`src/rtl/ega_scanout.sv`:
```
// EGA raster scan-out: hc/vc timing, 4bpp VRAM fetch (two pixels per byte) and a
// two-step pipeline that keeps sync, blanking and palette index aligned.
module ega_scanout #(
    parameter int H_ACTIVE  = 640,
    parameter int H_FP      = 16,
    parameter int H_SYNC    = 96,
    parameter int H_BP      = 48,
    parameter int V_ACTIVE  = 350,
    parameter int V_FP      = 37,
    parameter int V_SYNC    = 2,
    parameter int V_BP      = 60,
    parameter bit HSYNC_POL = 1'b0,
    parameter bit VSYNC_POL = 1'b1,
    parameter int ADDR_W    = 17
) (
    input  logic              clk,
    input  logic              rst,
    input  logic              pix_ce,
    input  logic              enable,
    input  logic [3:0]        border_index,
    output logic [ADDR_W-1:0] vram_addr,
    output logic              vram_rd,
    input  logic [7:0]        vram_data,
    output logic [3:0]        pixel_index,
    output logic              hsync,
    output logic              vsync,
    output logic              active,
    output logic              frame_start
);

    localparam int H_TOTAL = H_ACTIVE + H_FP + H_SYNC + H_BP;
    localparam int V_TOTAL = V_ACTIVE + V_FP + V_SYNC + V_BP;
    localparam int HC_W    = $clog2(H_TOTAL + 1);
    localparam int VC_W    = $clog2(V_TOTAL + 1);

    localparam logic [HC_W-1:0] H_LAST = HC_W'(H_TOTAL - 1);
    localparam logic [HC_W-1:0] H_VIS  = HC_W'(H_ACTIVE);
    localparam logic [HC_W-1:0] HS_BEG = HC_W'(H_ACTIVE + H_FP);
    localparam logic [HC_W-1:0] HS_END = HC_W'(H_ACTIVE + H_FP + H_SYNC);
    localparam logic [VC_W-1:0] V_LAST = VC_W'(V_TOTAL - 1);
    localparam logic [VC_W-1:0] V_VIS  = VC_W'(V_ACTIVE);
    localparam logic [VC_W-1:0] VS_BEG = VC_W'(V_ACTIVE + V_FP);
    localparam logic [VC_W-1:0] VS_END = VC_W'(V_ACTIVE + V_FP + V_SYNC);

    logic [HC_W-1:0]   hc;
    logic [VC_W-1:0]   vc;
    logic [ADDR_W-1:0] lin_addr;
    logic              en_frame;

    logic              at_origin;
    logic              visible;
    logic              hs_now;
    logic              vs_now;
    logic              en_eff;
    logic              fetch;
    logic [ADDR_W-1:0] addr_eff;

    logic              s1_visible;
    logic              s1_hs;
    logic              s1_vs;
    logic              s1_sel;
    logic              s1_en;
    logic              s1_first;

    // At (0,0) the frame enable and the address restart take effect in the same
    // step, so pixel (0,0) already uses the freshly sampled enable and address 0.
    always_comb begin
        at_origin = (hc == '0) && (vc == '0);
        visible   = (hc < H_VIS) && (vc < V_VIS);
        hs_now    = (hc >= HS_BEG) && (hc < HS_END);
        vs_now    = (vc >= VS_BEG) && (vc < VS_END);
        en_eff    = at_origin ? enable : en_frame;
        addr_eff  = at_origin ? '0 : lin_addr;
        fetch     = visible && !hc[0] && en_eff;
    end

    always_ff @(posedge clk or posedge rst) begin
        if (rst) begin
            hc       <= '0;
            vc       <= '0;
            lin_addr <= '0;
            en_frame <= 1'b0;
        end else if (pix_ce) begin
            if (hc == H_LAST) begin
                hc <= '0;
                vc <= (vc == V_LAST) ? '0 : vc + 1'b1;
            end else begin
                hc <= hc + 1'b1;
            end
            en_frame <= en_eff;
            lin_addr <= fetch ? addr_eff + 1'b1 : addr_eff;
        end
    end

    // Step 1: VRAM request and decoded position attributes.
    always_ff @(posedge clk or posedge rst) begin
        if (rst) begin
            vram_rd    <= 1'b0;
            vram_addr  <= '0;
            s1_visible <= 1'b0;
            s1_hs      <= 1'b0;
            s1_vs      <= 1'b0;
            s1_sel     <= 1'b0;
            s1_en      <= 1'b0;
            s1_first   <= 1'b0;
        end else begin
            vram_rd <= pix_ce && fetch;
            if (pix_ce) begin
                if (fetch) begin
                    vram_addr <= addr_eff;
                end
                s1_visible <= visible;
                s1_hs      <= hs_now;
                s1_vs      <= vs_now;
                s1_sel     <= hc[0];
                s1_en      <= en_eff;
                s1_first   <= at_origin;
            end
        end
    end

    // Step 2: pixel mux and aligned timing outputs.
    always_ff @(posedge clk or posedge rst) begin
        if (rst) begin
            pixel_index <= 4'h0;
            hsync       <= ~HSYNC_POL;
            vsync       <= ~VSYNC_POL;
            active      <= 1'b0;
            frame_start <= 1'b0;
        end else if (pix_ce) begin
            if (!s1_visible) begin
                pixel_index <= 4'h0;
            end else if (s1_en) begin
                pixel_index <= s1_sel ? vram_data[3:0] : vram_data[7:4];
            end else begin
                pixel_index <= border_index;
            end
            hsync       <= s1_hs ? HSYNC_POL : ~HSYNC_POL;
            vsync       <= s1_vs ? VSYNC_POL : ~VSYNC_POL;
            active      <= s1_visible;
            frame_start <= s1_first;
        end
    end

endmodule

```
`config.mk`:
```
export PLATFORM = sky130hd
export DESIGN_NAME = ega_scanout
export DESIGN_NICKNAME = d
export VERILOG_FILES = /design/src/rtl/ega_scanout.sv
export SDC_FILE = /design/constraint.sdc
export NUM_CORES = 1
export LEC_CHECK = 0
export CAP_MARGIN = 10
export CORE_MARGIN = 2
export CORE_UTILIZATION = 68
export DETAILED_ROUTE_END_ITERATION = 10
export DONT_BUFFER_PORTS = 1
export PLACE_DENSITY = 0.91
export SLEW_MARGIN = 20
export SYNTH_ARGS = -nofsm -noshare
export SYNTH_HDL_FRONTEND = slang
export SYNTH_SLANG_ARGS = --single-unit
```
`constraint.sdc`:
```
create_clock -name clk -period 5.5 [get_ports clk]
set_clock_uncertainty 0.15 [all_clocks]
set_input_delay 1.1 -clock clk [delete_from_list [all_inputs] [get_ports clk]]
set_output_delay 1.1 -clock clk [all_outputs]
set_load 0.05 [all_outputs]
```
==> results.md <==
* Outcome: completed
* Worst Tran Pin Value at around 1.2 ns
* Diodes inserted at 0
* Startpoint types: flip-flop
* Setup bufs post-CTS at 0
* Slew Viols, Final at 0
* Detail Route met3 WL at 555 µm
* Count leader, synth: dfrtp_1
* Synthesized instance count at ~350
* # hold bufs at CTS at 0
* Antenna violations before repair at 0
* Worst path cell trace: inv_1, ha_1, nor3b_1, and3_1, nand2_1, and2_1, ha_1, nand3_1, nor2_1, nand3_1, or4_1, o221ai_1
* Gpl congestion at ~0.9
* Clock slew at reported path FFs at ~0.08 ns
* Max stage delay on crit path at roughly 0.6 ns
* Die X at 74.6 µm
* Share of layout cells above drive strength 1 at about 7.6%
* Seq/Total Area, Yosys at approximately half
* CP Capture Type: flip-flop
* 1st-iter DRT viols at 347
* Number of port buffers at 0
* Post-synth EDFFs at 0
* Crit Path Class: reg2reg
* CTS resizes at 0
* Initial core utilization at 71.3%
* Pwr Density at 498 nW/µm²
* Setup TNS at 0 ns
* HPWL after DPL at 5150 µm
* Core area at 4750 µm²
* Clock Tree Buf Depth at 2
* Row Count at 25
* Worst endpoint required time at 5.61 ns
* Distinct cell type count after synthesis at 45
* Peak supply drop at 0.000239 V
* Clock Tree Root: clkbuf_8
* Final period util at 66.0%
* Vias in the first global route at 2798
* Reg-to-reg critical path startpoint: vc[1]
* Die Ht at 74.6 µm
* Layout Nets at 371
* CTS H-Tree Depth at 3
* Die area at roughly 5600 µm²
* Via density at ~6.7
* Critical path's slowest cell: nand2_1
* Antenna Nets Post-Route at 0
* Leakage at 1.60 nW
* Worst path depth at 12
* Post-Synthesis Net Count at 373
* Mapped Avg Cell Area at 9.64 µm²
* WHS Endpoint: s1_vs
* Beginning of the worst hold path: s1_vs
* Area share of the largest cell type after synthesis at 49.4%
* Clock sink count at 68
* YS warnings at 0
* Final WL at 7750 µm
* Highest Clock Rate at around 0.28 GHz
* R2r endpoint: lin_addr[16]
* Clock latency on the worst-skew pair at about 0.35 ns
* Slew headroom at 22.7%
* Io pins at 42
* CP max FO at 25
* Yosys top cell by area: dfrtp_1
* CTS Buf Count at 9
* Hold Slack at about 0.34 ns
* Ranking of synthesized cells by area: dfrtp_1, nand4_1, nand2_1, inv_1, xnor2_1
* Synthesized flop and latch total at 68
* Worst reg2reg path depth at 12
* Met2 wire length at about 4000 µm
* TritonCTS clock tree: done
* WL/cell at 18.4 µm
* Fin. Hold Viols at 0
* Largest net degree at the start of global routing at 69
* Mapped Area at 3390 µm²
* Drt pass-1 iters at 7
* Post-route DRC at 0
* WL met1 at between 2000 and 3000 µm
* Synthesis-to-layout area growth at 7.52%
* Fin util at around three quarters
* Top Metal Used: met4
* Unrepaired setup endpoints after global routing: false
* # setup viols final at 0
* CP bufs+invs at 1
* Worst path arrival time at 3.74 ns
* Worst Hold Path Cells at 1
* Global-route wire length before repair at 13000 µm
* R2R setup slack at 1.87 ns
* Via count at roughly 2800
* Total GRT Usage at a little under a third
* Worst min-delay path class: reg2reg
* Fraction of registers with async set/reset at 100%
* Min Tclk post-route at between 3 and 4 ns
* CP top delay family: simple AND/OR/NAND/NOR gates
* Total grt overflow at 0
* Commonest cells post-synth: dfrtp_1, nand2_1, inv_1
* Top_reg_cell synth: dfrtp_1
* Maximum capacitance violations at 0
## per-stage QoR
stage / setup slack [ns] / power [mW] / instances / area (µm²)
after floorplan: 2.54 / 1.26 / 352 / 3390
after global placement: 2.21 / 1.32 / 406 / 3420
after detailed placement: 2.02 / 1.35 / 406 / 3420
after CTS: 1.96 / 1.81 / 422 / 3650
after global routing: 1.68 / 1.91 / 422 / 3650
final: 1.87 / 1.82 / 422 / 3650
## metal layers
layer / up-vias / global-route usage, %
met2: 168 / 50.4
met4: 0 / 18.1
li1: 1271 / -
met3: 39 / 6.56
met1: 1364 / 38.6
met5: - / 0
## flip-flops by register name (all words and copies together), names as in the netlist, 4 cells and up
name,cells
lin_addr,17
vc,9
hc,10
pixel_index,4
vram_addr,17
## worst register-to-register path: cells and delay by family, from the launching register on
kind,cells,cell delay (ns)
AOI/OAI and AO/OA,1,0.10
adders and majority gates,2,0.35
buffers and inverters,1,0.10
DFF,1,0.48
and+or+nand+nor,8,2.36
## placed cells by master (no fill, tap or decap), types with 4 or more instances in the layout
cell / instances
clkbuf_8: 9
o2bb2ai_1: 4
nor3_1: 10
nor2_1: 19
inv_1: 28
o21ai_1: 11
xor2_1: 4
xnor2_1: 12
or4_1: 8
o21ai_0: 19
o211ai_1: 9
ha_1: 5
mux2i_1: 7
nand4_1: 27
and3_1: 8
nand2_1: 30
a21oi_1: 4
nand3_1: 20
mux2_2: 6
dfrtp_1: 67
## cells by family (layout without fill, tap and decap cells)
| group | after synthesis | count (layout) | share of synthesized area, % |
|---|---|---|---|
| flip-flops | 68 | 68 | 50.2 |
| AND/OR/NAND/NOR | 138 | 138 | 21.6 |
| adder cells (fa/ha/maj) | 5 | 5 | 1.84 |
| AO/OA/AOI/OAI | 65 | 65 | 12.4 |
| XOR/XNOR | 16 | 16 | 4.13 |
| multiplexers | 14 | 14 | 4.39 |
| buffers and inverters | 46 | 49 | 5.42 |
## layout make-up
class / count / area, µm²
repair buffers: 2 / 15.0
clock inverters: 7 / 100
flip-flops and latches: 68 / 1700
well taps: 67 / 83.8
clock buffers: 9 / 124
inverters: 31 / 116
multi-input cells: 238 / 1510
fillers: 323 / 1110
## worst max-delay path by stage
stage | from | endpoint
floorplan | rst | active
global placement | vc[0] | lin_addr[16]
detailed placement | vc[0] | lin_addr[16]
CTS | vc[1] | lin_addr[16]
global route | vc[0] | lin_addr[16]
finish | vc[1] | lin_addr[16]
## report_power, final
group	leakage [nW]	internal (mW)	switching [mW]
registers	0.838	0.623	0.383
logic	0.657	0.146	0.202
clock network	0.102	0.257	0.205
Note: power is estimated with default switching activity, not from simulation.
